### config.mk
export PLATFORM = sky130hd
export DESIGN_NAME = mem_req_arbiter
export DESIGN_NICKNAME = d
export VERILOG_FILES = /design/src/rtl/mem_req_arbiter_pkg.sv /design/src/rtl/mem_req_arbiter.sv
export SDC_FILE = /design/constraint.sdc
export NUM_CORES = 1
export LEC_CHECK = 0
export ABC_AREA = 1
export BUFFER_PORTS_ARGS = -buffer_cell sky130_fd_sc_hd__buf_2
export CAP_MARGIN = 5
export CORE_AREA = 2 2 124 126
export DETAILED_ROUTE_END_ITERATION = 8
export DIE_AREA = 0 0 126 128
export PLACE_DENSITY = 0.6
export SLEW_MARGIN = 15
export SYNTH_ARGS = -nofsm -noshare
export SYNTH_HDL_FRONTEND = slang
export SYNTH_SLANG_ARGS = --single-unit
### constraint.sdc
create_clock -name clk -period 1.6 [get_ports clk]
set_input_delay 0.32 -clock clk [delete_from_list [all_inputs] [get_ports clk]]
set_output_delay 0.32 -clock clk [all_outputs]
set_load 0.01 [all_outputs]
### src/rtl/mem_req_arbiter_pkg.sv
// Shared types for the inst/data memory request arbiter: FSM states, owner encoding,
// latched request fields and the default starvation limit.
package mem_req_arbiter_pkg;

    localparam int unsigned STARVE_LIMIT_DEFAULT = 4;

    typedef enum logic [1:0] {
        IDLE = 2'd0,
        ADDR = 2'd1,
        RESP = 2'd2
    } state_e;

    typedef enum logic {
        OWN_INST = 1'b0,
        OWN_DATA = 1'b1
    } owner_e;

    typedef struct packed {
        logic        wr;
        logic [1:0]  size;
        logic [31:0] addr;
        logic [3:0]  wstrb;
        logic [31:0] wdata;
    } mem_fields_t;

endpackage

### src/rtl/mem_req_arbiter.sv
// Shares one memory port between an instruction and a data requester, one transaction at a
// time. Data has priority unless inst has been passed over STARVE_LIMIT times in a row.
module mem_req_arbiter
    import mem_req_arbiter_pkg::*;
#(
    parameter int unsigned STARVE_LIMIT = STARVE_LIMIT_DEFAULT
) (
    input  logic        clk,
    input  logic        resetn,

    input  logic        inst_req,
    input  logic        inst_wr,
    input  logic [1:0]  inst_size,
    input  logic [31:0] inst_addr,
    input  logic [3:0]  inst_wstrb,
    input  logic [31:0] inst_wdata,
    output logic        inst_addr_ok,
    output logic        inst_data_ok,
    output logic [31:0] inst_rdata,

    input  logic        data_req,
    input  logic        data_wr,
    input  logic [1:0]  data_size,
    input  logic [31:0] data_addr,
    input  logic [3:0]  data_wstrb,
    input  logic [31:0] data_wdata,
    output logic        data_addr_ok,
    output logic        data_data_ok,
    output logic [31:0] data_rdata,

    output logic        mem_req,
    output logic        mem_wr,
    output logic [1:0]  mem_size,
    output logic [31:0] mem_addr,
    output logic [3:0]  mem_wstrb,
    output logic [31:0] mem_wdata,
    input  logic        mem_addr_ok,
    input  logic        mem_data_ok,
    input  logic [31:0] mem_rdata,

    output logic        proto_err
);

    localparam int unsigned CntW = (STARVE_LIMIT > 0) ? $clog2(STARVE_LIMIT + 1) : 1;
    localparam logic [CntW-1:0] Limit = CntW'(STARVE_LIMIT);

    state_e          state_q, state_d;
    owner_e          owner_q, owner_d;
    mem_fields_t     fields_q, fields_d;
    logic [CntW-1:0] starve_cnt_q, starve_cnt_d;
    logic            proto_err_q, proto_err_d;
    // Low for the first cycle after reset release so a response from an abandoned
    // transaction is not flagged as a protocol error.
    logic            armed_q;

    logic grant;
    logic inst_wins;
    logic resp_done;

    always_comb begin
        // resetn gates grant so addr_ok stays low while reset is held.
        grant     = (state_q == IDLE) && resetn && (inst_req || data_req);
        inst_wins = inst_req && (!data_req || (starve_cnt_q == Limit));
        resp_done = (state_q == RESP) && mem_data_ok;
    end

    always_comb begin
        state_d      = state_q;
        owner_d      = owner_q;
        fields_d     = fields_q;
        starve_cnt_d = starve_cnt_q;
        proto_err_d  = proto_err_q || (armed_q && mem_data_ok && (state_q != RESP));

        unique case (state_q)
            IDLE: begin
                if (grant) begin
                    state_d = ADDR;
                    if (inst_wins) begin
                        owner_d      = OWN_INST;
                        fields_d     = '{wr: inst_wr, size: inst_size, addr: inst_addr,
                                         wstrb: inst_wstrb, wdata: inst_wdata};
                        starve_cnt_d = '0;
                    end else begin
                        owner_d  = OWN_DATA;
                        fields_d = '{wr: data_wr, size: data_size, addr: data_addr,
                                     wstrb: data_wstrb, wdata: data_wdata};
                        if (!inst_req) begin
                            starve_cnt_d = '0;
                        end else if (starve_cnt_q != Limit) begin
                            starve_cnt_d = starve_cnt_q + 1'b1;
                        end
                    end
                end
            end
            ADDR: begin
                if (mem_addr_ok) begin
                    state_d = RESP;
                end
            end
            RESP: begin
                if (mem_data_ok) begin
                    state_d = IDLE;
                end
            end
            default: state_d = IDLE;
        endcase
    end

    always_ff @(posedge clk or negedge resetn) begin
        if (!resetn) begin
            state_q      <= IDLE;
            owner_q      <= OWN_INST;
            fields_q     <= '0;
            starve_cnt_q <= '0;
            proto_err_q  <= 1'b0;
            armed_q      <= 1'b0;
        end else begin
            state_q      <= state_d;
            owner_q      <= owner_d;
            fields_q     <= fields_d;
            starve_cnt_q <= starve_cnt_d;
            proto_err_q  <= proto_err_d;
            armed_q      <= 1'b1;
        end
    end

    always_comb begin
        inst_addr_ok = grant && inst_wins;
        data_addr_ok = grant && !inst_wins;
        inst_data_ok = resp_done && (owner_q == OWN_INST);
        data_data_ok = resp_done && (owner_q == OWN_DATA);
        inst_rdata   = inst_data_ok ? mem_rdata : '0;
        data_rdata   = data_data_ok ? mem_rdata : '0;

        mem_req      = (state_q == ADDR);
        mem_wr       = fields_q.wr;
        mem_size     = fields_q.size;
        mem_addr     = fields_q.addr;
        mem_wstrb    = fields_q.wstrb;
        mem_wdata    = fields_q.wdata;

        proto_err    = proto_err_q;
    end

endmodule

==> results of run 1 <==
==> worst max path at each step <==
| stage | from | end | slack [ps] | cells past startpoint |
|---|---|---|---|---|
| 6_report | state_q[0]$_DFFE_PN0P_ | inst_rdata[20] | -210 | 5 |
| 5_1_grt | state_q[0]$_DFFE_PN0P_ | inst_rdata[20] | -300 | 5 |
| 4_1_cts | state_q[1]$_DFFE_PN0P_ | inst_rdata[3] | -160 | 6 |
| 3_5_place_dp | starve_cnt_q[0]$_DFFE_PN0P_ | data_addr_ok | 60 | 8 |
| 3_3_place_gp | starve_cnt_q[0]$_DFFE_PN0P_ | inst_addr_ok | 60 | 7 |
| 2_1_floorplan | starve_cnt_q[0]$_DFFE_PN0P_ | data_addr_ok | 90 | 8 |
==> layer usage <==
metal	wire, um	up-vias
met4	379	0
met1	7180	2485
met5	0	-
met3	1270	26
li1	-	2750
met2	9550	229
==> cell families (layout without fill, tap and decap cells) <==
group                    count (synthesis)  in the layout  share of synthesized area
AND/OR/NAND/NOR                        514            514                      0.451
buffers and inverters                   88            424                     0.0931
flip-flops                              79             79                      0.439
AO/OA/AOI/OAI                            7              7                     0.0100
adder cells (fa/ha/maj)                  2              2                    0.00556
other                                    1              1                   0.000833
==> area by class of cell <==
type                       count  share of cell area
timing repair buffer         365               0.320
multi-input combinational    524               0.307
sequential                    79               0.272
clock buffer                  10              0.0328
tap                          188              0.0323
inverter                      43              0.0232
clock inverter                 6              0.0127
==> critical path: cells and delay by family, from the launching register on <==
family / cells / cell delay [ps]
buffers and inverters: 2 / 340
DFF: 1 / 410
and+or+nand+nor: 3 / 410
==> metrics by stage <==
step / cells / utilization / total power, W
floorplan: 691 / - / 0.00528
global placement: 1177 / 0.428 / 0.00707
detailed placement: 1177 / 0.428 / 0.00711
CTS: 1199 / 0.458 / 0.00955
global route: 1215 / 0.490 / 0.0106
finish: 1215 / 0.490 / 0.00986
==> Yosys cell counts, types with 3 or more instances <==
master / number / area (sq um)
buf_1: 4 / 15.0
buf_2: 23 / 115
buf_6: 7 / 78.8
clkbuf_1: 9 / 33.8
dfrtp_1: 79 / 1980
inv_1: 37 / 139
inv_2: 6 / 22.5
nand2_1: 367 / 1380
nand3_1: 74 / 370
nor2_1: 69 / 259
o21ai_1: 3 / 15.0
==> where the power goes <==
group	total (W)	internal (W)	switching [W]
Combinational	0.00423	0.00181	0.00243
Clock	0.00228	0.00142	0.000856
Sequential	0.00335	0.00288	0.000470
==> registers in the layout, indices dropped and copies added (netlist names) <==
signal and cells:
starve_cnt_q 3, state_q 2, mem_size 2, owner_q 1, mem_wr 1, mem_wdata 32, proto_err 1, armed_q 1
mem_wstrb 4, mem_addr 32
==> cells in the final DEF, fill, tap and decap left out, types with 3 or more instances in the layout <==
| cell type | instances |
|---|---|
| nand2_1 | 361 |
| buf_2 | 316 |
| dfrtp_1 | 79 |
| nand3_1 | 71 |
| nor2_1 | 49 |
| inv_1 | 36 |
| clkbuf_16 | 19 |
| nor2_2 | 18 |
| buf_6 | 17 |
| buf_4 | 11 |
| buf_12 | 9 |
| inv_2 | 6 |
| nand2_4 | 4 |
| nor2_4 | 3 |
| nand2_2 | 3 |
| o21ai_1 | 3 |
==> repair_timing <==
| item | CTS | global route |
|---|---|---|
| setup endpoints to repair | 68 | 138 |
| hold endpoints to repair | 0 | 0 |
| buffers inserted | 5 | 4 |
| gates resized for setup | 20 | 45 |
| gates cloned | 1 | 14 |
| pin swaps | 9 | 17 |
==> results.md, run 1 <==
- Max VDD drop: 0.553 mV
- Clock root cell: clkbuf_16
- Register bit total from synthesis: 79
- CTS Buf Count: 9
- Drt pass-1 iters: 5
- Dominant synthesized flop cell: dfrtp_1
- GRT met3 Usage: 0.0463
- Critical path fanouts, max: 16
- CTS max path bufs: 2
- Placed Area: 6360 sq um
- Die H: 128 um
- TNS Setup: -11,110 ps
- R2R Path End: mem_wdata[14]$_DFFE_PN0P_
- Layout area overhead: 61.7%
- Clk_skew: 6.29 ps
- Antenna cells: 0
- Vias per std cell: 4.52
- Reg2Reg Setup Slack: 60 ps
- R2R depth: 9
- Max Cap Violations: 0
- First-pass GRT wire length: 25.1 mm
- Worst hold margin: 39.2 ps
- Total Wirelength: 18.4 mm
- First DRT Iteration DRCs: 190
- Final ANT Viol Nets: 0
- RSZ-0062 raised after global routing: true
- Post-DP HPWL: 12.1 mm
- M1 GR Usage: 0.221
- Vias post-DR: 5,490
- Seq/Total Area, Yosys: 0.439
- Grt peak-use layer: met2
- Pwr/cell area: 1350 nW/um^2
- Worst-path clk slew: 60 ps
- Post-route setup slack: -211 ps
- Setup Viol. Count Final: 68
- Post-route clock period utilization: 1.13
- Die area: 16,100 sq um
- Cell count after synthesis: 691
- Synth warnings: 0
- Yosys cell types: 20
- WP data required: 1280 ps
- Final nets: 1,204
- Residual DRC: 0
- Mapped Nets: 873
- Worst skew pair latency: 340 ps
- Outcome: finished with violations
- Core box area: 14,900 sq um
- Fmax: 0.552 GHz
- Leakage Power: 4.58 nW
- Syn_area_per_cell: 6.51 sq um
- Pin count of the biggest net entering global routing: 80
- Clock period minus final worst setup slack: 1810 ps
- Routed length per instance: 15.1 um
- Worst EP arrival: 1490 ps
- Share of layout cells above drive strength 1: 0.409
- Fin area: 7280 sq um
- Met2 usage in global routing: 0.365
- Synth Cell Area: 4500 sq um
- CTS H-tree depth: 3
- Highest-delay cell along the critical path: dfrtp_1
- Pins Over Slew Limit: 0
- Kind of start point of the critical path: flip-flop
- Ys async rst share: 1.00
- Crit-path cells: nor2_4, nand3_4, clkbuf_16, nor2_1, buf_2
- Starting Density: 0.303
- Storage cell area: 1980 sq um
- CTS Hold Bufs: 0
- Filler Cells Inserted: 1,563
- CTS tree: built
- Vias in the first global route: 4,995
- Final hold vios: 0
- Global Route Usage Sum: 0.196
- Grt ovf: 0
- Violated checks: negative setup slack
- RR Startpoint: state_q[0]$_DFFE_PN0P_
- GP Congestion: 0.755
- Worst min-delay path class: in2async
- Initial antenna violation count: 0
- Area occupied by multi-input gates: 2240 sq um
- Row count: 45
- Io pins: 321
- CP max stage delay: 410 ps
- DP Worst Slack: 56.5 ps
- Port Buffers: 320
- CP endpoint kind: output port
- Post-synth EDFFs: 0
- Die width: 126 um
- CTS Sinks: 79
- CP Class: reg2out
Note: power is estimated with default switching activity, not from simulation.
==> run 2, diff against run 1 <==
--- a/config.mk
+++ b/config.mk
@@ -12,6 +12,7 @@
 export DETAILED_ROUTE_END_ITERATION = 8
 export DIE_AREA = 0 0 126 128
 export PLACE_DENSITY = 0.6
+export SETUP_SLACK_MARGIN = 0.3
 export SLEW_MARGIN = 15
 export SYNTH_ARGS = -nofsm -noshare
 export SYNTH_HDL_FRONTEND = slang
==> run 2 against run 1 <==
The run still ends with negative setup slack left. Critical path type unchanged. Critical path depth rose by 1. Global-route usage is 2.5 points higher. Utilization rose by 5.5 points. Critical endpoint is now inst_rdata[29]. Wire length down 0.97%. Clock power down 18%.
==> results.md, run 2 (synthesis results as in run 1) <==
- Outcome: finished with violations (unchanged)
- Violated checks: negative setup slack (unchanged)
- Post-route setup slack: -294 ps (was -211 ps)
- Clock root cell: clkbuf_16 (unchanged)
- WP data required: 1280 ps (about the same)
- Kind of start point of the critical path: flip-flop (unchanged)
- WP buf/inv: 3 (was 2)
- Worst skew pair latency: 340 ps (about the same)
- Die width: 126 um (unchanged)
- Die H: 128 um (unchanged)
- Initial antenna violation count: 1 (was 0)
- First-pass GRT wire length: 27.9 mm (was 25.1 mm)
- Pin count of the biggest net entering global routing: 80 (unchanged)
- Vias in the first global route: 5,311 (was 4,995)
- Commonest non-fill, non-tap cell in the layout: nand2_1 (unchanged)
- Total Wirelength: 18.2 mm (was 18.4 mm)
- Share of layout cells above drive strength 1: 0.451 (was 0.409)
- RR Startpoint: state_q[1]$_DFFE_PN0P_ (was state_q[0]$_DFFE_PN0P_)
- TNS Setup: -22,270 ps (was -11,110 ps)
- Global Route Usage Sum: 0.222 (was 0.196)
- Commonest non-fill, non-tap cells in the layout: nand2_1 (363), buf_2 (276), dfrtp_1 (78), nand3_1 (72), nor2_4 (63) (was nand2_1 (361), buf_2 (316), dfrtp_1 (79), nand3_1 (71), nor2_1 (49))
- CTS max path bufs: 2 (unchanged)
- Filler Cells Inserted: 1,433 (was 1,563)
- Post-DP HPWL: 11.6 mm (was 12.1 mm)
- Final instance count without filler cells: 1,217 (was 1,215)
- Residual DRC: 0 (unchanged)
- Final ANT Viol Nets: 0 (unchanged)
- Worst min-delay path class: in2async (unchanged)
- Vias post-DR: 5,533 (was 5,490)
- RSZ-0062 raised after global routing: true (unchanged)
- Highest-delay cell along the critical path: dfrtp_2 (was dfrtp_1)
- Placed Instances: 1,170 (was 1,177)
- Max VDD drop: 0.542 mV (was 0.553 mV)
- Vias per std cell: 4.55 (was 4.52)
- Crit-path cells: nor2_4, nand3_4, buf_12, buf_12, nor2_4, buf_6 (was nor2_4, nand3_4, clkbuf_16, nor2_1, buf_2)
- Core box area: 14,900 sq um (unchanged)
- Clock period minus final worst setup slack: 1890 ps (was 1810 ps)
- GP Congestion: 0.779 (was 0.755)
- Grt ovf: 0 (unchanged)
- Fmax: 0.528 GHz (was 0.552 GHz)
- Final hold vios: 0 (unchanged)
- Worst EP arrival: 1570 ps (was 1490 ps)
- Routed length per instance: 15.0 um (was 15.1 um)
- First DRT Iteration DRCs: 211 (was 190)
- Max Cap Violations: 0 (unchanged)
- CP Class: reg2out (unchanged)
- Port Buffers: 320 (unchanged)
- Setup Viol. Count Final: 141 (was 68)
- Io pins: 321 (unchanged)
- Worst-path clk slew: 60 ps (about the same)
- Critical path's top delay family: flip-flops (was simple AND/OR/NAND/NOR gates)
- CP endpoint kind: output port (unchanged)
- Critical path fanouts, max: 5 (was 16)
- CP max stage delay: 430 ps (was 410 ps)
- CTS Sinks: 79 (unchanged)
- Final nets: 1,207 (was 1,204)
- Layout area overhead: 79.9% (was 61.7%)
- Pins Over Slew Limit: 0 (unchanged)
- Drt pass-1 iters: 4 (was 5)
- Clk_skew: 7.99 ps (was 6.29 ps)
- CTS H-tree depth: 3 (unchanged)
- Starting Density: 0.303 (unchanged)
- Post-route clock period utilization: 1.18 (was 1.13)
- CP startpoint: state_q[0]$_DFFE_PN0P_ (unchanged)
- Leakage Power: 4.68 nW (was 4.58 nW)
- Die area: 16,100 sq um (unchanged)
- CTS Buf Count: 9 (unchanged)
- Core Util, Final: 0.545 (was 0.490)
- Pwr/cell area: 1250 nW/um^2 (was 1350 nW/um^2)
- Row count: 45 (unchanged)
- CTS tree: built (unchanged)
==> run 2: per-stage QoR <==
stage / power (W) / area [sq um] / hold WS (ps) / setup WS, ps
2_1_floorplan: 0.00557 / 5120 / 24.4 / 221
3_3_place_gp: 0.00725 / 6820 / 411 / 32.5
3_5_place_dp: 0.00728 / 6820 / 405 / -6.18
4_1_cts: 0.0102 / 8020 / 36.5 / -280
5_1_grt: 0.0109 / 8100 / 65.9 / -348
6_report: 0.0102 / 8100 / 20.6 / -294
==> run 2: final cells by class <==
type | count | area, sq um | share of cell area
repair buffers | 368 | 2790 | 0.345
multi-input cells | 524 | 2660 | 0.328
flip-flops and latches | 79 | 1980 | 0.244
clock buffers | 11 | 243 | 0.0300
well taps | 188 | 235 | 0.0290
inverters | 43 | 174 | 0.0215
clock inverters | 3 | 21.3 | 0.00263
diodes | 1 | 2.50 | 0.000309
==> run 2: timing repair <==
item,CTS,global route
pin swaps,3,6
gates resized for setup,81,7
hold endpoints to repair,0,0
buffers inserted,15,1
cloned,14,2
setup endpoints to repair,143,145
hold buffers,0,0
==> run 2: layer usage <==
layer	wire, um	track usage	part of all wire	vias up
li1	-	-	-	2770
met1	7040	0.259	0.39	2477
met2	9190	0.391	0.51	251
met3	1490	0.0526	0.082	35
met4	477	0.0918	0.026	0
met5	0	0	0	-
==> run 2: final timing paths <==
path | cells after the start | end | slack [ps]
worst min-delay path | 2 | mem_wdata[18]$_DFFE_PN0P_ | 20
min in group clk | 2 | state_q[0]$_DFFE_PN0P_ | 180
worst min register to register | 2 | mem_wdata[24]$_DFFE_PN0P_ | 470
worst max-delay path | 6 | inst_rdata[29] | -290
max in group asynchronous | 2 | starve_cnt_q[0]$_DFFE_PN0P_ | 1210
worst max register to register | 11 | mem_addr[19]$_DFFE_PN0P_ | -190
==> run 2: power breakdown <==
group / switching, W / internal [W] / total, W
Clock: 0.000805 / 0.00108 / 0.00188
Combinational: 0.00259 / 0.00229 / 0.00488
Sequential: 0.000515 / 0.00288 / 0.00340
Total: 0.00391 / 0.00625 / 0.0102
==> run 3, diff against run 2 <==
--- a/config.mk
+++ b/config.mk
@@ -12,7 +12,9 @@
 export DETAILED_ROUTE_END_ITERATION = 8
 export DIE_AREA = 0 0 126 128
 export PLACE_DENSITY = 0.6
+export RECOVER_POWER = 50
 export SETUP_SLACK_MARGIN = 0.3
+export SKIP_LAST_GASP = 1
 export SLEW_MARGIN = 15
 export SYNTH_ARGS = -nofsm -noshare
 export SYNTH_HDL_FRONTEND = slang
==> run 3 against run 2 <==
The flow still finishes with violations (negative setup slack). Critical endpoint is now inst_rdata[26]. First-iteration DRC count shrank 5.2%. Total power is 0.88% lower. Sequential share of layout area increased by 0.65 points. Via count down 0.70%. Utilization shrank 1.4 points. Setup slack gained 15 ps. Largest cell class is now multi-input combinational cells. Clock skew about the same. Final area is 2.6% lower.
==> results.md, run 3 (synthesis results as in run 1) <==
- Worst-path clk slew: 60 ps (about the same)
- Crit-path cells: nor2_4, nand3_4, buf_12, buf_12, nor2_4, buf_6 (unchanged)
- Worst min-delay path class: in2reg (was in2async)
- Slew @ Worst Pin: 1130 ps
- Vias in the first global route: 5,238 (was 5,311)
- Setup Viol. Count Final: 141 (unchanged)
- R2R depth: 11 (unchanged)
- CTS tree: built (unchanged)
- Pin count of the biggest net entering global routing: 80 (unchanged)
- Share of layout cells above drive strength 1: 0.447 (was 0.451)
- Post-route clock period utilization: 1.17 (was 1.18)
- Routed length per instance: 14.6 um (was 15.0 um)
- RR Startpoint: state_q[1]$_DFFE_PN0P_ (unchanged)
- Residual DRC: 0 (unchanged)
- CP endpoint kind: output port (unchanged)
- Layout area overhead: 75.3% (was 79.9%)
- Worst skew pair latency: 340 ps (about the same)
- Post-route setup slack: -279 ps (was -294 ps)
- Vias post-DR: 5,494 (was 5,533)
- Pins Over Slew Limit: 0 (unchanged)
- WP data required: 1280 ps (about the same)
- Vias per std cell: 4.52 (was 4.55)
- Worst EP arrival: 1560 ps (was 1570 ps)
- Kind of start point of the critical path: flip-flop (unchanged)
- Initial antenna violation count: 1 (unchanged)
- CP max stage delay: 430 ps (about the same)
- Outcome: finished with violations (unchanged)
- Io pins: 321 (unchanged)
- Max VDD drop: 0.543 mV (was 0.542 mV)
- Die width: 126 um (unchanged)
- CTS Sinks: 79 (unchanged)
- Starting Density: 0.303 (unchanged)
- CTS H-tree depth: 3 (unchanged)
- Slew HR: 0.248
- Commonest non-fill, non-tap cells in the layout: nand2_1 (363), buf_2 (300), dfrtp_1 (78), nand3_1 (72), nor2_4 (62) (was nand2_1 (363), buf_2 (276), dfrtp_1 (78), nand3_1 (72), nor2_4 (63))
- Total Wirelength: 17.8 mm (was 18.2 mm)
- R2R Path End: mem_addr[19]$_DFFE_PN0P_ (unchanged)
- Clk_skew: 7.92 ps (was 7.99 ps)
- First-pass GRT wire length: 27.3 mm (was 27.9 mm)
- Reg2Reg Setup Slack: -190 ps (about the same)
- Core box area: 14,900 sq um (unchanged)
- Violated checks: negative setup slack (unchanged)
- Clock period minus final worst setup slack: 1880 ps (was 1890 ps)
- Final nets: 1,206 (was 1,207)
- Die area: 16,100 sq um (unchanged)
- Fin area: 7890 sq um (was 8100 sq um)
- Max Cap Violations: 0 (unchanged)
- RSZ-0062 raised after global routing: true (unchanged)
- Global Route Usage Sum: 0.217 (was 0.222)
- Fmax: 0.532 GHz (was 0.528 GHz)
- Highest-delay cell along the critical path: dfrtp_2 (unchanged)
- TNS Setup: -21,980 ps (was -22,270 ps)
- CTS max path bufs: 2 (unchanged)
- Pwr Total: 0.0101 W (was 0.0102 W)
- Clock root cell: clkbuf_16 (unchanged)
- CTS Buf Count: 9 (unchanged)
- Pwr/cell area: 1280 nW/um^2 (was 1250 nW/um^2)
- Leakage Power: 4.64 nW (was 4.68 nW)
- GP Congestion: 0.779 (unchanged)
- Hold Crit Start: mem_addr_ok
- Final hold vios: 0 (unchanged)
- Commonest non-fill, non-tap cell in the layout: nand2_1 (unchanged)
- Critical path fanouts, max: 5 (unchanged)
- Placed Area: 6820 sq um (unchanged)
- Hold Path End: state_q[0]$_DFFE_PN0P_
- Final ANT Viol Nets: 0 (unchanged)
- Min-Delay Path Depth: 2
- Drt pass-1 iters: 4 (unchanged)
- Post-DP HPWL: 11.6 mm (unchanged)
- First DRT Iteration DRCs: 200 (was 211)
- Row count: 45 (unchanged)
- Port Buffers: 320 (unchanged)
- Grt ovf: 0 (unchanged)
- CP Class: reg2out (unchanged)
- Die H: 128 um (unchanged)
-- run 3: routing by layer --
| layer | vias to the layer above | share of wire | global-route usage |
|---|---|---|---|
| met3 | 32 | 0.082 | 0.0530 |
| met1 | 2464 | 0.39 | 0.252 |
| met2 | 231 | 0.51 | 0.384 |
| met5 | - | 0 | 0 |
| li1 | 2767 | - | - |
| met4 | 0 | 0.025 | 0.0886 |
-- run 3: final cells by class --
class                      instances  area (sq um)
clock inverter                     3          21.3
multi-input combinational        524          2640
sequential                        79          1980
antenna                            1          2.50
clock buffer                      11           243
inverter                          43           169
tap                              188           235
timing repair buffer             367          2600
fill                            1462          6970
-- run 3: power by group --
| part | total (W) | internal [W] | switching [W] | leakage [nW] |
|---|---|---|---|---|
| sequential | 0.00340 | 0.00288 | 0.000516 | 0.984 |
| clock | 0.00188 | 0.00108 | 0.000802 | 0.127 |
| combinational | 0.00479 | 0.00223 | 0.00256 | 3.53 |
| total | 0.0101 | 0.00618 | 0.00388 | 4.64 |
-- run 3: repair_timing --
| action | in CTS | in global routing |
|---|---|---|
| pin swaps | 3 | 5 |
| hold buffers | 0 | 0 |
| cloned | 14 | 1 |
| resized for setup | 48 | 9 |
| setup buffers | 15 | 1 |
| endpoints found under the setup margin | 143 | 145 |
-- run 3: stage by stage --
stage          worst slack [ps]  hold slack (ps)   util  cells
2_1_floorplan               221             24.4      -    691
3_3_place_gp               32.5              411  0.459   1170
3_5_place_dp              -6.18              405  0.459   1170
4_1_cts                    -280             36.5  0.526   1213
5_1_grt                    -348              200  0.531   1216
6_report                   -279              185  0.531   1216
-- run 3: critical path, delay by kind of cell, from the launching register on --
kind | cells | cell delay (ps)
flops | 1 | 430
simple gates | 3 | 390
buf+inv | 3 | 400
-- run 3: how the worst max path moves through the flow --
stage | start | to | slack [ps] | cells past startpoint
floorplan | starve_cnt_q[0]$_DFFE_PN0P_ | data_addr_ok | 220 | 8
global placement | starve_cnt_q[0]$_DFFE_PN0P_ | mem_addr[14]$_DFFE_PN0P_ | 30 | 10
detailed placement | starve_cnt_q[0]$_DFFE_PN0P_ | mem_addr[29]$_DFFE_PN0P_ | -6 | 10
CTS | state_q[0]$_DFFE_PN0P_ | inst_rdata[26] | -280 | 6
global route | state_q[0]$_DFFE_PN0P_ | inst_rdata[26] | -350 | 6
finish | state_q[0]$_DFFE_PN0P_ | inst_rdata[26] | -280 | 6
